$ cat src/rtl/iter_2d_if.sv
// Coordinate stream and control bundle for the 2-D index generator.
// Handshake: a beat transfers on a rising edge where valid && ready; valid never depends on ready.
interface iter_2d_if #(
  parameter int X_MAX   = 639,
  parameter int Y_MAX   = 479,
  parameter int X_WIDTH = $clog2(X_MAX + 1),
  parameter int Y_WIDTH = $clog2(Y_MAX + 1)
);
  logic               start;
  logic [X_WIDTH-1:0] x_limit;
  logic [Y_WIDTH-1:0] y_limit;
  logic               ready;
  logic               valid;
  logic [X_WIDTH-1:0] x;
  logic [Y_WIDTH-1:0] y;
  logic               last_x;
  logic               last;
  logic               busy;
  logic               done;

  // master = the generator, slave = the controller/consumer that drives it
  modport master (
    input  start, x_limit, y_limit, ready,
    output valid, x, y, last_x, last, busy, done
  );

  modport slave (
    output start, x_limit, y_limit, ready,
    input  valid, x, y, last_x, last, busy, done
  );
endinterface

$ cat src/rtl/iter_2d.sv
// Runtime-bounded 2-D index generator: emits (x, y) in row-major order as a valid/ready
// stream with row/frame markers, a busy flag and a one-cycle completion pulse.
module iter_2d #(
  parameter int X_MAX   = 639,
  parameter int Y_MAX   = 479,
  parameter int X_WIDTH = $clog2(X_MAX + 1),
  parameter int Y_WIDTH = $clog2(Y_MAX + 1)
) (
  input  logic        clk,
  input  logic        reset,
  iter_2d_if.master   bus,
  output logic [1:0]  state_o
);

  typedef enum logic [1:0] {
    IDLE = 2'd0,
    RUN  = 2'd1,
    DONE = 2'd2
  } state_t;

  localparam logic [X_WIDTH-1:0] X_CEIL = X_WIDTH'(X_MAX);
  localparam logic [Y_WIDTH-1:0] Y_CEIL = Y_WIDTH'(Y_MAX);

  state_t             state_q;
  logic               valid_q;
  logic [X_WIDTH-1:0] x_q;
  logic [Y_WIDTH-1:0] y_q;
  logic [X_WIDTH-1:0] lim_x_q;
  logic [Y_WIDTH-1:0] lim_y_q;
  logic               last_x_q;
  logic               last_q;
  logic               busy_q;
  logic               done_q;

  logic [X_WIDTH-1:0] lim_x_d;
  logic [Y_WIDTH-1:0] lim_y_d;
  logic [X_WIDTH-1:0] x_inc;
  logic [Y_WIDTH-1:0] y_inc;
  logic               handshake;

  // Out-of-range limits are clamped so the counters stay inside their ceilings.
  always_comb begin
    lim_x_d   = (bus.x_limit > X_CEIL) ? X_CEIL : bus.x_limit;
    lim_y_d   = (bus.y_limit > Y_CEIL) ? Y_CEIL : bus.y_limit;
    x_inc     = x_q + X_WIDTH'(1);
    y_inc     = y_q + Y_WIDTH'(1);
    handshake = valid_q & bus.ready;
  end

  always_ff @(posedge clk or negedge reset) begin
    if (!reset) begin
      state_q  <= IDLE;
      valid_q  <= 1'b0;
      x_q      <= '0;
      y_q      <= '0;
      lim_x_q  <= '0;
      lim_y_q  <= '0;
      last_x_q <= 1'b0;
      last_q   <= 1'b0;
      busy_q   <= 1'b0;
      done_q   <= 1'b0;
    end else begin
      done_q <= 1'b0;
      case (state_q)
        IDLE: begin
          if (bus.start) begin
            lim_x_q  <= lim_x_d;
            lim_y_q  <= lim_y_d;
            x_q      <= '0;
            y_q      <= '0;
            valid_q  <= 1'b1;
            busy_q   <= 1'b1;
            // Markers are precomputed so they are registered alongside the coordinate.
            last_x_q <= (lim_x_d == '0);
            last_q   <= (lim_x_d == '0) && (lim_y_d == '0);
            state_q  <= RUN;
          end
        end
        RUN: begin
          if (handshake) begin
            if (last_q) begin
              valid_q  <= 1'b0;
              last_x_q <= 1'b0;
              last_q   <= 1'b0;
              busy_q   <= 1'b0;
              done_q   <= 1'b1;
              state_q  <= DONE;
            end else if (!last_x_q) begin
              x_q      <= x_inc;
              last_x_q <= (x_inc == lim_x_q);
              last_q   <= (x_inc == lim_x_q) && (y_q == lim_y_q);
            end else begin
              x_q      <= '0;
              y_q      <= y_inc;
              last_x_q <= (lim_x_q == '0);
              last_q   <= (lim_x_q == '0) && (y_inc == lim_y_q);
            end
          end
        end
        DONE: begin
          state_q <= IDLE;
        end
        default: begin
          state_q <= IDLE;
        end
      endcase
    end
  end

  assign bus.valid  = valid_q;
  assign bus.x      = x_q;
  assign bus.y      = y_q;
  assign bus.last_x = last_x_q;
  assign bus.last   = last_q;
  assign bus.busy   = busy_q;
  assign bus.done   = done_q;
  assign state_o    = state_q;

  limits_in_range_a: assert property (
    @(posedge clk) disable iff (!reset)
    (state_q == IDLE && bus.start) |-> (bus.x_limit <= X_CEIL && bus.y_limit <= Y_CEIL)
  );

endmodule
$ cat src/flat_wrapper.sv
// flat-port wrapper written by rule: the top's interface ports become plain ports
module iter_2d_flat 
#(
  parameter int X_MAX   = 639,
  parameter int Y_MAX   = 479,
  parameter int X_WIDTH = $clog2(X_MAX + 1),
  parameter int Y_WIDTH = $clog2(Y_MAX + 1)
)
  (clk, reset, state_o, bus_start, bus_x_limit, bus_y_limit, bus_ready, bus_valid, bus_x, bus_y, bus_last_x, bus_last, bus_busy, bus_done);
  iter_2d_if #(.X_MAX(X_MAX), .Y_MAX(Y_MAX), .X_WIDTH(X_WIDTH), .Y_WIDTH(Y_WIDTH)) bus_i ();
  input  logic clk;
  input  logic reset;
  output logic [1:0] state_o;
  input wire logic [$bits(bus_i.start)-1:0] bus_start;
  input wire logic [$bits(bus_i.x_limit)-1:0] bus_x_limit;
  input wire logic [$bits(bus_i.y_limit)-1:0] bus_y_limit;
  input wire logic [$bits(bus_i.ready)-1:0] bus_ready;
  output wire logic [$bits(bus_i.valid)-1:0] bus_valid;
  output wire logic [$bits(bus_i.x)-1:0] bus_x;
  output wire logic [$bits(bus_i.y)-1:0] bus_y;
  output wire logic [$bits(bus_i.last_x)-1:0] bus_last_x;
  output wire logic [$bits(bus_i.last)-1:0] bus_last;
  output wire logic [$bits(bus_i.busy)-1:0] bus_busy;
  output wire logic [$bits(bus_i.done)-1:0] bus_done;
  assign bus_i.start = bus_start;
  assign bus_i.x_limit = bus_x_limit;
  assign bus_i.y_limit = bus_y_limit;
  assign bus_i.ready = bus_ready;
  assign bus_valid = bus_i.valid;
  assign bus_x = bus_i.x;
  assign bus_y = bus_i.y;
  assign bus_last_x = bus_i.last_x;
  assign bus_last = bus_i.last;
  assign bus_busy = bus_i.busy;
  assign bus_done = bus_i.done;
  iter_2d #(.X_MAX(X_MAX), .Y_MAX(Y_MAX), .X_WIDTH(X_WIDTH), .Y_WIDTH(Y_WIDTH)) u_core (.clk(clk), .reset(reset), .bus(bus_i), .state_o(state_o));
endmodule
$ cat config.mk
export PLATFORM = sky130hd
export DESIGN_NAME = iter_2d_flat
export DESIGN_NICKNAME = d
export VERILOG_FILES = /design/src/rtl/iter_2d_if.sv /design/src/rtl/iter_2d.sv /design/src/flat_wrapper.sv
export SDC_FILE = /design/constraint.sdc
export NUM_CORES = 1
export LEC_CHECK = 0
export BUFFER_PORTS_ARGS = -buffer_cell sky130_fd_sc_hd__clkbuf_2
export CORE_MARGIN = 2
export CORE_UTILIZATION = 25
export DETAILED_ROUTE_END_ITERATION = 10
export PLACE_DENSITY = 0.44
export SLEW_MARGIN = 20
export SYNTH_ARGS = -nofsm -noshare
export SYNTH_HDL_FRONTEND = slang
export SYNTH_SLANG_ARGS = --single-unit
$ cat constraint.sdc
create_clock -name clk -period 2.86 [get_ports clk]
set_input_delay 0.143 -clock clk [delete_from_list [all_inputs] [get_ports clk]]
set_output_delay 0.143 -clock clk [all_outputs]
set_load 0.01 [all_outputs]
==> summary.txt <==
Run status
  • Outcome: finished, final reports clean

Yosys
  • Yosys top cell area share: 0.432
  • Sequential share of the synthesized area: 0.432
  • Post-Syn Area: 2550 um2
  • Syn_nets: 312
  • Adder-Cell Fraction of Synth Area: 0.0137
  • Synth Area in XOR/XNOR: 0.0996
  • Mux cell area share after synthesis: 0.0157
  • Synth Area in Simple Gates: 0.247
  • Yosys top cell by area: dfrtp_1
  • Number of synthesized flops with an enable pin: 0
  • Complex-gate fraction of the synthesized area: 0.161
  • Syn Inst Count: 287
  • Ys flop type: dfrtp_1
  • Post-synth ARST share: 1.00
  • Top post-synthesis cells by area: dfrtp_1 43%, nand2_1 5.9%, o21ai_0 5.5%
  • Avg Inst Size Synth: 8.88 um2
  • Register bit count reported by yosys: 44
  • Main combinational cell family by area after synthesis: simple AND/OR/NAND/NOR gates
  • Distinct cell type count after synthesis: 44
  • Warnings, synthesis: 0

Final layout
  • Diode count: 0
  • Layout Cells excl Fill: 467
  • Layout cells sized above 1: 0.195
  • Layout overhead on the synthesized area: 18.4%
  • # nets final: 358
  • Commonest non-fill, non-tap cells in the layout: 48 x clkbuf_2, 44 x dfrtp_1, 40 x nand2_1
  • Commonest non-fill, non-tap cell in the layout: clkbuf_2
  • Final instance area: 3020 um2
  • Fill cell count: 1075

Die
  • Die area: 11000 um2
  • Core area: 9820 um2
  • Initial core utilization: 0.260
  • Die height: 105 um
  • Die X-Extent: 105 um
  • Num ports: 49
  • Cell Rows: 36

Setup path
  • Worst Path Required: 3.10 ns
  • Critical-path cell list: ha_1, and3_2, and3_4, xnor2_1, a2111o_1, or4_1, o21ai_1
  • Cell family with most CP delay: simple AND/OR/NAND/NOR gates
  • Setup crit end kind: flip-flop
  • Worst R2R Setup Slack: 0.40 ns
  • Critical Path Max Stage Delay: 0.51 ns
  • CP bufs+invs: 0
  • Crit-path slowest cell: or4_1
  • Crit Path Max Fanout: 7
  • Worst r2r dst: u_core.bus.last_x$_DFFE_PN0P_
  • Setup crit start kind: flip-flop
  • WP depth: 7
  • Worst reg2reg path depth: 7
  • RR Startpoint: u_core.bus.x[0]$_DFFE_PN0P_
  • Critical path type: reg -> reg
  • WP data arrival: 2.70 ns

Timing
  • Slew @ Worst Pin: 0.756 ns
  • Max-slew headroom: 0.496
  • Final-report hold violation count: 0
  • WHS: 0.0635 ns
  • Period minus WS final: 2.46 ns
  • Max Freq: 406 MHz
  • # setup viols final: 0
  • Final Max Slew Viols: 0
  • RSZ-0062 raised after global routing: no
  • Period utilization: 0.861
  • Setup TNS: 0 ns
  • Post-Route Skew: 0.00920 ns

Worst hold path
  • Min-delay src: bus_y_limit[6]
  • Hold path cells: 3
  • Hold path endpoint: u_core.lim_y_q[6]$_DFFE_PN0P_
  • HP Class: in -> reg

Clocking
  • CTS Sinks: 44
  • H-tree depth reported by CTS: 2
  • CTS buffer count: 5
  • Post-CTS Setup Inserts: 0
  • CTS Root Cell: clkbuf_8
  • TritonCTS clock tree: built
  • Clk buf depth: 2
  • Worst-path clk slew: 0.09 ns
  • Skew-Pair Late Insertion Delay: 0.30 ns

Power and ir drop
  • Pwr dens: 371 nW/um2
  • Leakage power: 1.37 nW
  • Switching Fraction: 0.244
  • Cell-internal power: 0.846 mW
  • Clock power frac: 0.382
  • P_sw: 0.274 mW
  • Flop pwr share: 0.565
  • Worst vdd ir: 163 uV
  • Comb pwr share: 0.053

Global route
  • Antenna violations before repair: 0
  • Global-route wire length before repair: 11.5 mm
  • Largest net degree at the start of global routing: 30
  • GRT Total Usage: 0.132
  • Vias in the first global route: 2183
  • Congestion Overflow GR: 0

Placement
  • Placed insts: 458
  • IO Port Bufs: 48
  • Post-DP Area: 2920 um2
  • Routability congestion estimate from global placement: 0.785
  • Placed wire-length estimate: 5.33 mm

Routing
  • Drt pass-1 iters: 5
  • DR vias/cell: 4.75
  • Post-route ant nets: 0
  • Final wirelength: 6.93 mm
  • Drt drc: 0
  • Vias: 2219
  • DR iter-0 viols: 89
  • WL per Instance: 14.8 um

Run
  • Maximum Capacitance Violations: 0
==> worst max path at each step <==
stage | startpoint | end
2_1_floorplan | u_core.bus.x[0]$_DFFE_PN0P_ | u_core.bus.last_x$_DFFE_PN0P_
3_3_place_gp | u_core.bus.x[0]$_DFFE_PN0P_ | u_core.bus.last_x$_DFFE_PN0P_
3_5_place_dp | u_core.bus.x[0]$_DFFE_PN0P_ | u_core.bus.last_x$_DFFE_PN0P_
4_1_cts | u_core.bus.x[0]$_DFFE_PN0P_ | u_core.bus.last_x$_DFFE_PN0P_
5_1_grt | u_core.bus.x[0]$_DFFE_PN0P_ | u_core.bus.last_x$_DFFE_PN0P_
6_report | u_core.bus.x[0]$_DFFE_PN0P_ | u_core.bus.last_x$_DFFE_PN0P_
==> tightest hold or removal path, stage by stage <==
cell	delay (ns)
clkbuf_2	0.10
nand2_1	0.05
nand2_1	0.04
==> cell families (layout without fill, tap and decap cells) <==
group | after synthesis | after routing
AND/OR/NAND/NOR | 126 | 126
XOR/XNOR | 29 | 29
multiplexers | 4 | 4
flip-flops | 44 | 44
AO/OA/AOI/OAI | 64 | 64
buffers and inverters | 17 | 64
adder cells (fa/ha/maj) | 3 | 3
==> cell usage after synthesis (2+ instances only) <==
master,n
o22ai_1,2
nor3_1,7
o31ai_1,8
o22a_1,11
inv_1,4
nand3b_1,2
nand4_1,4
o21ai_1,2
mux2i_1,4
dfrtp_1,44
nand2_1,40
or3_1,2
a21o_1,2
ha_1,2
o21ai_0,28
a21oi_1,6
and3_2,3
buf_2,2
nand2b_1,6
nor2_1,27
clkbuf_1,9
nand3_1,11
nor4_1,8
nor3b_1,3
xnor2_1,15
nand4b_1,2
xor2_1,14
and3_1,3
==> per-stage QoR <==
step | setup WS (ns) | power (mW) | utilization
2_1_floorplan | 0.495 | 0.660 | -
3_3_place_gp | 0.433 | 0.705 | 0.297
3_5_place_dp | 0.407 | 0.705 | 0.297
4_1_cts | 0.380 | 1.13 | 0.308
5_1_grt | 0.263 | 1.17 | 0.308
6_report | 0.397 | 1.12 | 0.308
==> final cells by class <==
cell class | instances | area (um2) | share of cell area
inverters | 4 | 15.0 | 0.00497
clock buffers | 7 | 86.3 | 0.0286
clock inverters | 1 | 7.51 | 0.00249
multi-input cells | 226 | 1370 | 0.454
flip-flops and latches | 44 | 1100 | 0.365
repair buffers | 52 | 273 | 0.0903
well taps | 133 | 166 | 0.0551
==> power by group through the flow <==
stage / Sequential, mW / Combinational (mW) / Clock (mW)
3_5_place_dp: 0.645 / 0.0607 / 0
3_3_place_gp: 0.644 / 0.0603 / 0
6_report: 0.632 / 0.0593 / 0.428
2_1_floorplan: 0.644 / 0.0164 / 0
5_1_grt: 0.633 / 0.0686 / 0.470
4_1_cts: 0.632 / 0.0619 / 0.440
==> what timing repair did <==
item                      4_1_cts  5_1_grt
resized for setup               0        0
hold buffers                    1        0
hold endpoints to repair       28        0
==> routing by layer <==
| metal | GRT usage | vias up | routed length (um) |
|---|---|---|---|
| li1 | - | 1118 | - |
| met1 | 0.186 | 1050 | 3590 |
| met5 | 0 | - | 0 |
| met4 | 0.0371 | 0 | 76 |
| met2 | 0.205 | 47 | 3070 |
| met3 | 0.0237 | 4 | 188 |
==> flip-flops by register name, summed over array words and instances, names as in the netlist <==
signal	cells
u_core.bus.last_x	1
u_core.lim_x_q	10
u_core.bus.y	9
u_core.lim_y_q	9
u_core.bus.last	1
u_core.bus.done	1
u_core.bus.valid	1
u_core.bus.x	10
u_core.state_o	2
Power figures use the tool's default switching activity.
